[src/rtl/wishbone_mv_master.sv]
// wishbone_mv_master
// Wishbone classic master feeding the matrix-vector accelerator's slave port.
// Takes burst commands (start address, length, direction) on a valid/ready
// port and runs one single-beat Wishbone cycle per word, with the address
// stepping by one word per beat. Write data streams in on wr_*, read data
// streams out on rd_*. cyc stays asserted for the whole burst.
//
// Optional feature: define WB_MASTER_TIMEOUT_EN to abort a beat as an error
// when no ack/err arrives within TIMEOUT_CYCLES cycles of stb rising.
//
// Ports
//   wb_clk_i, wb_rst_i              clock, synchronous active-high reset
//   cmd_valid_i/cmd_ready_o         command handshake (ready only when idle)
//   cmd_we_i, cmd_adr_i, cmd_len_i  direction, start byte address, words-1
//   cmd_sel_i                       byte selects used on every beat
//   wr_valid_i/wr_ready_o/wr_data_i write-data stream
//   rd_valid_o/rd_ready_i/rd_data_o read-data stream
//   done_o, err_o                   end-of-burst pulse, abort flag with it
//   busy_o                          burst in progress
//   wbm_*                           Wishbone classic master signals
//
// State table
//   state   | meaning
//   IDLE    | waiting for a command, cmd_ready_o high
//   WDATA   | bus locked, waiting for the next write word
//   BUS     | stb asserted, waiting for ack/err (or timeout)
//   RHOLD   | bus locked, read word presented until accepted
//   DONE    | one-cycle end-of-burst pulse, error flag reported
module wishbone_mv_master #(
    parameter int ADDR_WIDTH     = 32,
    parameter int DATA_WIDTH     = 32,
    parameter int LEN_WIDTH      = 4,
    parameter int TIMEOUT_CYCLES = 255
) (
    input  logic                    wb_clk_i,
    input  logic                    wb_rst_i,
    input  logic                    cmd_valid_i,
    output logic                    cmd_ready_o,
    input  logic                    cmd_we_i,
    input  logic [ADDR_WIDTH-1:0]   cmd_adr_i,
    input  logic [LEN_WIDTH-1:0]    cmd_len_i,
    input  logic [DATA_WIDTH/8-1:0] cmd_sel_i,
    input  logic                    wr_valid_i,
    output logic                    wr_ready_o,
    input  logic [DATA_WIDTH-1:0]   wr_data_i,
    output logic                    rd_valid_o,
    input  logic                    rd_ready_i,
    output logic [DATA_WIDTH-1:0]   rd_data_o,
    output logic                    done_o,
    output logic                    err_o,
    output logic                    busy_o,
    output logic                    wbm_cyc_o,
    output logic                    wbm_stb_o,
    output logic                    wbm_we_o,
    output logic [ADDR_WIDTH-1:0]   wbm_adr_o,
    output logic [DATA_WIDTH/8-1:0] wbm_sel_o,
    output logic [DATA_WIDTH-1:0]   wbm_dat_o,
    input  logic [DATA_WIDTH-1:0]   wbm_dat_i,
    input  logic                    wbm_ack_i,
    input  logic                    wbm_err_i
);

    typedef enum logic [2:0] {
        S_IDLE  = 3'd0,
        S_WDATA = 3'd1,
        S_BUS   = 3'd2,
        S_RHOLD = 3'd3,
        S_DONE  = 3'd4
    } state_t;

    localparam logic [ADDR_WIDTH-1:0] ADR_STEP = ADDR_WIDTH'(DATA_WIDTH / 8);

    state_t               state, state_nxt;
    logic [LEN_WIDTH-1:0] beat_cnt;
    logic                 we_r;
    logic                 err_flag;
    logic                 timeout;

`ifdef WB_MASTER_TIMEOUT_EN
    localparam int TW = $clog2(TIMEOUT_CYCLES + 1);
    logic [TW-1:0] tmo_cnt;

    // Reloaded whenever stb is low, so every beat gets a fresh window.
    always_ff @(posedge wb_clk_i) begin
        if (wb_rst_i)
            tmo_cnt <= '0;
        else if (state != S_BUS)
            tmo_cnt <= TW'(TIMEOUT_CYCLES - 1);
        else if (tmo_cnt != '0)
            tmo_cnt <= tmo_cnt - TW'(1);
    end

    assign timeout = (state == S_BUS) && (tmo_cnt == '0);
`else
    logic unused_tmo;
    assign unused_tmo = ^TIMEOUT_CYCLES;
    assign timeout    = 1'b0;
`endif

    always_ff @(posedge wb_clk_i) begin
        if (wb_rst_i)
            state <= S_IDLE;
        else
            state <= state_nxt;
    end

    // Outputs decode the state register only; none follow inputs directly.
    always_comb begin
        state_nxt   = state;
        cmd_ready_o = 1'b0;
        wr_ready_o  = 1'b0;
        rd_valid_o  = 1'b0;
        wbm_cyc_o   = 1'b0;
        wbm_stb_o   = 1'b0;
        done_o      = 1'b0;
        err_o       = 1'b0;
        busy_o      = 1'b1;
        case (state)
            S_IDLE: begin
                cmd_ready_o = 1'b1;
                busy_o      = 1'b0;
                if (cmd_valid_i)
                    state_nxt = cmd_we_i ? S_WDATA : S_BUS;
            end
            S_WDATA: begin
                wr_ready_o = 1'b1;
                wbm_cyc_o  = 1'b1;
                if (wr_valid_i)
                    state_nxt = S_BUS;
            end
            S_BUS: begin
                wbm_cyc_o = 1'b1;
                wbm_stb_o = 1'b1;
                // err outranks a simultaneous ack
                if (wbm_err_i || timeout)
                    state_nxt = S_DONE;
                else if (wbm_ack_i) begin
                    if (!we_r)
                        state_nxt = S_RHOLD;
                    else if (beat_cnt == '0)
                        state_nxt = S_DONE;
                    else
                        state_nxt = S_WDATA;
                end
            end
            S_RHOLD: begin
                wbm_cyc_o  = 1'b1;
                rd_valid_o = 1'b1;
                if (rd_ready_i)
                    state_nxt = (beat_cnt == '0) ? S_DONE : S_BUS;
            end
            S_DONE: begin
                done_o    = 1'b1;
                err_o     = err_flag;
                state_nxt = S_IDLE;
            end
            default: state_nxt = S_IDLE;
        endcase
    end

    assign wbm_we_o = we_r & wbm_cyc_o;

    always_ff @(posedge wb_clk_i) begin
        if (wb_rst_i) begin
            we_r      <= 1'b0;
            err_flag  <= 1'b0;
            beat_cnt  <= '0;
            wbm_adr_o <= '0;
            wbm_sel_o <= '0;
            wbm_dat_o <= '0;
            rd_data_o <= '0;
        end else begin
            case (state)
                S_IDLE: begin
                    if (cmd_valid_i) begin
                        we_r      <= cmd_we_i;
                        wbm_adr_o <= cmd_adr_i;
                        wbm_sel_o <= cmd_sel_i;
                        beat_cnt  <= cmd_len_i;
                        err_flag  <= 1'b0;
                    end
                end
                S_WDATA: begin
                    if (wr_valid_i)
                        wbm_dat_o <= wr_data_i;
                end
                S_BUS: begin
                    if (wbm_err_i || timeout)
                        err_flag <= 1'b1;
                    else if (wbm_ack_i) begin
                        if (!we_r)
                            rd_data_o <= wbm_dat_i;
                        else if (beat_cnt != '0) begin
                            beat_cnt  <= beat_cnt - LEN_WIDTH'(1);
                            wbm_adr_o <= wbm_adr_o + ADR_STEP;
                        end
                    end
                end
                S_RHOLD: begin
                    if (rd_ready_i && beat_cnt != '0) begin
                        beat_cnt  <= beat_cnt - LEN_WIDTH'(1);
                        wbm_adr_o <= wbm_adr_o + ADR_STEP;
                    end
                end
                S_DONE:  err_flag <= 1'b0;
                default: ;
            endcase
        end
    end

endmodule
[config.mk]
export PLATFORM = sky130hd
export DESIGN_NAME = wishbone_mv_master
export DESIGN_NICKNAME = d
export VERILOG_FILES = /design/src/rtl/wishbone_mv_master.sv
export SDC_FILE = /design/constraint.sdc
export NUM_CORES = 1
export LEC_CHECK = 0
export CORE_ASPECT_RATIO = 0.5
export CORE_UTILIZATION = 45
export DETAILED_ROUTE_END_ITERATION = 8
export DONT_BUFFER_PORTS = 1
export PLACE_DENSITY_LB_ADDON = 0.08
export RECOVER_POWER = 25
export SLEW_MARGIN = 10
export SYNTH_ARGS = -nofsm -noshare
export SYNTH_HDL_FRONTEND = slang
export SYNTH_SLANG_ARGS = --single-unit
[constraint.sdc]
create_clock -name wb_clk_i -period 2.8 [get_ports wb_clk_i]
set_input_delay 0.42 -clock wb_clk_i [delete_from_list [all_inputs] [get_ports wb_clk_i]]
set_output_delay 0.42 -clock wb_clk_i [all_outputs]
set_load 0.1 [all_outputs]
* Word-level counts from Yosys, hierarchy flattened *
Index checks and enable logic that the tools add are counted.

operators by class
  bitwise operators = 3
  add/sub/neg operators = 2
  equality and inequality tests = 14
  reductions and logical operators = 13
  muxes and demuxes = 35

operator list
  kind                   number
  $mux 32                6
  $pmux 32 s3            1
  $add 32x3->32 const B  1
  $mux 3                 8
  $mux 4                 6
  $ne 2x2->1 const B     9
  $pmux 3 s4             1
  $pmux 4 s3             1
  $mux 1                 10
  $reduce_and 4->1       2
  $reduce_and 7->1       1
  $eq 3x2->1 const B     2
  $reduce_bool 3->1      2
  $logic_not 4->1        1
  $reduce_and 2->1       2
  $reduce_bool 4->1      1
  $sub 4x1->4 const B    1
  $eq 3x1->1 const B     1
  $eq 3x3->1 const B     1
  $logic_not 3->1        1
  $ne 3x3->1 const B     1
  $pmux 1 s3             1
  $reduce_and 3->1       1
  $reduce_or 3->1        1
  other kinds (4)        5

storage, ports and cells
  word-level logic and storage cells = 75
  output and inout port bits = 109
  bits in registers = 109

* Longest topological paths before layout *
  depth in word-level cells = 6
  depth in mapped cells = 9

* Worst setup path after synthesis *
OpenSTA, ideal clock, no wires.

  path type = register -> register
  start = reg state[0]
  end = reg wbm_adr_o[0]
  cell stages (with the launch flop) = 7
  arrival time = 4483 ps
  clock period less this slack = 4553 ps
  slack = -1753 ps
  buffers on the path = 1
  setup time = 70 ps
  path through = dfxtp_1 > clkbuf_1 > nor3_1 > inv_2 > nor2_1 > nand3_1 > a21oi_1

on the way
  longest elaborated chain between the ends = 3
  elaborated cells on any way between the ends = 12

ends and longest elaborated chain
  item                                                       RTL line  RTL
  start, declared                                            73        state_t state, state_nxt;
  start signal, assigned                                     104       state <= state_nxt;
  $eq 3x2->1 or $logic_not 3->1 (tied branches)              173       case (state)
  $ne 2x2->1 (no line) or $reduce_bool 3->1 (tied branches)  --
  $reduce_and 7->1 (no line)                                 --
  end signal, assigned                                       177       wbm_adr_o <= cmd_adr_i;
  end signal, assigned                                       195       wbm_adr_o <= wbm_adr_o + ADR_STEP;
  end signal, assigned                                       202       wbm_adr_o <= wbm_adr_o + ADR_STEP;
  end, declared                                              55        output logic [ADDR_WIDTH-1:0] wbm_adr_o,

Parallel ways exist; a longest one is shown, timed or not.
A chain may end at the register's enable or synchronous reset.

* Final worst setup path *
  start = reg wbm_adr_o[18]
  end = reg wbm_adr_o[23]

on the way
  longest elaborated chain between the ends = 6
  elaborated cells on any way between the ends = 7

ends and longest elaborated chain
  item             RTL line  RTL
  $add 32x3->32 *  195, 202
  $mux 32          193       else if (beat_cnt != '0) begin
  $mux 32          191       if (!we_r)
  $mux 32          190       else if (wbm_ack_i) begin
  $mux 32          188       if (wbm_err_i || timeout)
  $pmux 32 s3 *    173

Mark *: on every way between the ends. The rest lies on a longest branch, timed or not. The select of a mux whose other input is x is not followed.

==> impl_results.md <==
- Post_cts resized: 0
- CTS sink count: between 100 and 150
- Clk root buf: clkbuf_16
- Async S/R FF share, synth: 0
- Adder-cell share of the synthesized area: 0.00750
- Routed WL: about 14 mm
- Die footprint: 0.0116 mm2
- First-pass GRT wire length: 22.1 mm
- Syn_nets: 777
- Top FF cell, synth: dfxtp_1
- Critical path, cell by cell: clkbuf_1 -> nand2_1 -> o41ai_2 -> a21oi_1 -> nor4_2
- Latest clock arrival within the worst-skew pair: ~0.35 ns
- Post-route setup TNS: 0 ns
- Number of max-cap violations: 0
- Sw Ratio: 0.566
- Pin count of the biggest net entering global routing: 110
- Initial DRC Count: between 300 and 400
- Slew HR: 0.0757
- Setup CP Type: flop to flop
- DR vias/cell: 5.70
- Worst path depth: 5
- Final Skew: 0.0117 ns
- Largest family of logic cells by synthesized area: simple AND/OR/NAND/NOR gates
- Crit share post-route: 0.879
- Hold Path Depth: 1
- DRC: 0
- Seq/Total Area, Yosys: 0.436
- Post-synthesis simple-gate area fraction: 0.269
- IO buf count: 0
- Setup Buffers After CTS: 0
- CP max-delay cell: clkbuf_1
- Hold WC Path Type: input port to flop
- Seq cells post-synth: 109
- Via count: 4689
- Yosys Warn Count: 0
- CP Launch Type: flop
- Critical path's top delay family: buffers and inverters
- Post-Synthesis Cells: about 660
- Tot GR Track Use: 0.239
- FMAX: 406 MHz
- Die Span X: ~150 um
- Post-route ant nets: 0
- Buf/Inv on CP: 1
- Vias in the first global route: 4435
- Gate power share: 0.462
- Total CTS buffers: 9
- Worst path max stage delay: 0.95 ns
- Global route overflow: 0
- Final core occ: 0.537
- Fin crit period: 2.46 ns
- Switch Pwr: 4.31 mW
- IO Count: 221
- Cell Rows: 26
- Initial antenna violation count: 0
- Worst vdd ir: 462 uV
- RSZ-0062 raised after global routing: false
- Placer Congestion: 0.805
- CTS tree: done
- Clk buf depth: 2
- DP HPWL: ~9.5 mm
- Synth cell types: 56
- Compound-Gate Fraction of Synth Area: 0.237
- Die Ht: between 70 and 80 um
- Critical Path AT: 2.72 ns
- FILL cells: 1062
- Endpoints failing setup: 0
- Worst-Margin Slew: 1.39 ns
- CP Max Fanout: 4
- N_diodes: 0
- Status: finished clean
- Worst-path clk slew: approximately 0.080 ns
- Int Pwr: 3.31 mW
- Core Area: 0.0105 mm2
- Share of cells above drive strength 1: 0.101
- Worst Path Required: 3.06 ns
- R2r worst-path depth: 5
- Initial core utilization: 0.476
- Mux contribution to synthesized area: 0.00200
- Final Net Count: 792
- Syn_area_per_cell: 7.56 um2
- # hold bufs at CTS: 0
- H-tree levels: 3
- Flop pwr share: 0.374
- Synthesized area: 0.00500 mm2
- Final Max Slew Viols: 0
- Clock group share of total power: 0.164
- Leak: 1.92 nW
- Xor/xnor cell area share of the yosys netlist: 0
- Post-synth EDFFs: 0
- Final Hold Vio Count: 0
- DR WL/cell: 16.9 um
- Power Density: 1350 mW/mm2
- Area added between synthesis and finish: 12.8%
- CP Capture Type: flop
- DR pass1 iterations: 5
cell usage in the layout, fill, tap and decap left out, types with 7 or more instances in the layout:
master and count:
nand2_1 176, a21oi_1 109, dfxtp_1 109, o21ai_0 30
buf_4 30, nor2_1 25, clkbuf_1 22, nand3_1 19
a31oi_1 11, and2_1 9, nor3_1 9, clkbuf_16 9
nor4_1 8, nand4_1 8, a211oi_1 8, inv_1 7
layout make-up:
cell class                      instances  area, um2  area share
Multi-Input combinational cell        496       2620       0.465
Sequential cell                       109       2180       0.386
Timing Repair Buffer                   53        344      0.0609
Clock buffer                           10        229      0.0405
Tap cell                              140        175      0.0310
Clock inverter                          6       62.6      0.0111
Inverter                                8       30.0     0.00532
path summary, 6_finish.rpt:
kind,startpoint,to,slack [ns]
max,wbm_adr_o[18],wbm_adr_o[23],0.34
min,wb_rst_i,wbm_dat_o[14],0.13
max reg2reg,wbm_adr_o[18],wbm_adr_o[23],0.34
min reg2reg,beat_cnt[1],beat_cnt[1],0.48
power groups by stage:
stage | combinational, mW | sequential [mW] | clock, mW
floorplan | 1.70 | 4.06 | 0
global placement | 3.59 | 2.88 | 0
detailed placement | 3.62 | 2.88 | 0
CTS | 3.63 | 2.85 | 1.29
global route | 3.77 | 2.89 | 1.34
finish | 3.52 | 2.85 | 1.25
per-stage QoR:
step / worst slack, ns / std cells / area (um2) / power [mW] / hold WS (ns)
floorplan: -0.478 / 662 / 5020 / 5.76 / 0.445
global placement: 0.637 / 806 / 5430 / 6.47 / 0.456
CTS: 0.477 / 822 / 5730 / 7.76 / 0.117
global route: 0.208 / 822 / 5650 / 8.00 / 0.115
detailed placement: 0.529 / 806 / 5430 / 6.50 / 0.463
finish: 0.339 / 822 / 5650 / 7.62 / 0.127
cell usage after synthesis, types with 5 or more instances:
library cell / number / share of area
nand2b_1: 6 / 0.0075
and2_1: 10 / 0.013
a211oi_1: 8 / 0.012
o21ai_1: 5 / 0.0050
nor2_1: 28 / 0.021
nand4_1: 8 / 0.010
nor3_1: 11 / 0.011
a31oi_1: 11 / 0.014
nor4_1: 9 / 0.011
nand3_1: 19 / 0.019
or3_1: 5 / 0.0063
clkbuf_1: 34 / 0.025
nand2_1: 176 / 0.13
buf_2: 13 / 0.013
o21ai_0: 30 / 0.030
inv_1: 7 / 0.0053
a21o_1: 5 / 0.0075
dfxtp_1: 109 / 0.44
a21oi_1: 109 / 0.11
layer usage:
metal	part of all wire	vias to the layer above	GRT usage
li1	-	2343	-
met1	0.42	2165	0.299
met2	0.47	163	0.385
met3	0.097	18	0.0976
met4	0.012	0	0.0520
met5	0	-	0
sequential cells by signal, indices dropped and copies added (netlist names):
name and cells:
rd_data_o 32, wbm_adr_o 32, wbm_dat_o 32, beat_cnt 4, wbm_sel_o 4, state 3
err_flag 1, we_r 1
cells by family (layout without fill, tap and decap cells):
logic type,count (synthesis),after routing
fa+ha+maj,3,3
compound gates,199,199
simple gates,293,293
buf+inv,57,77
mux,1,1
flops,109,109
No activity file was read; power rests on OpenSTA's default activity.
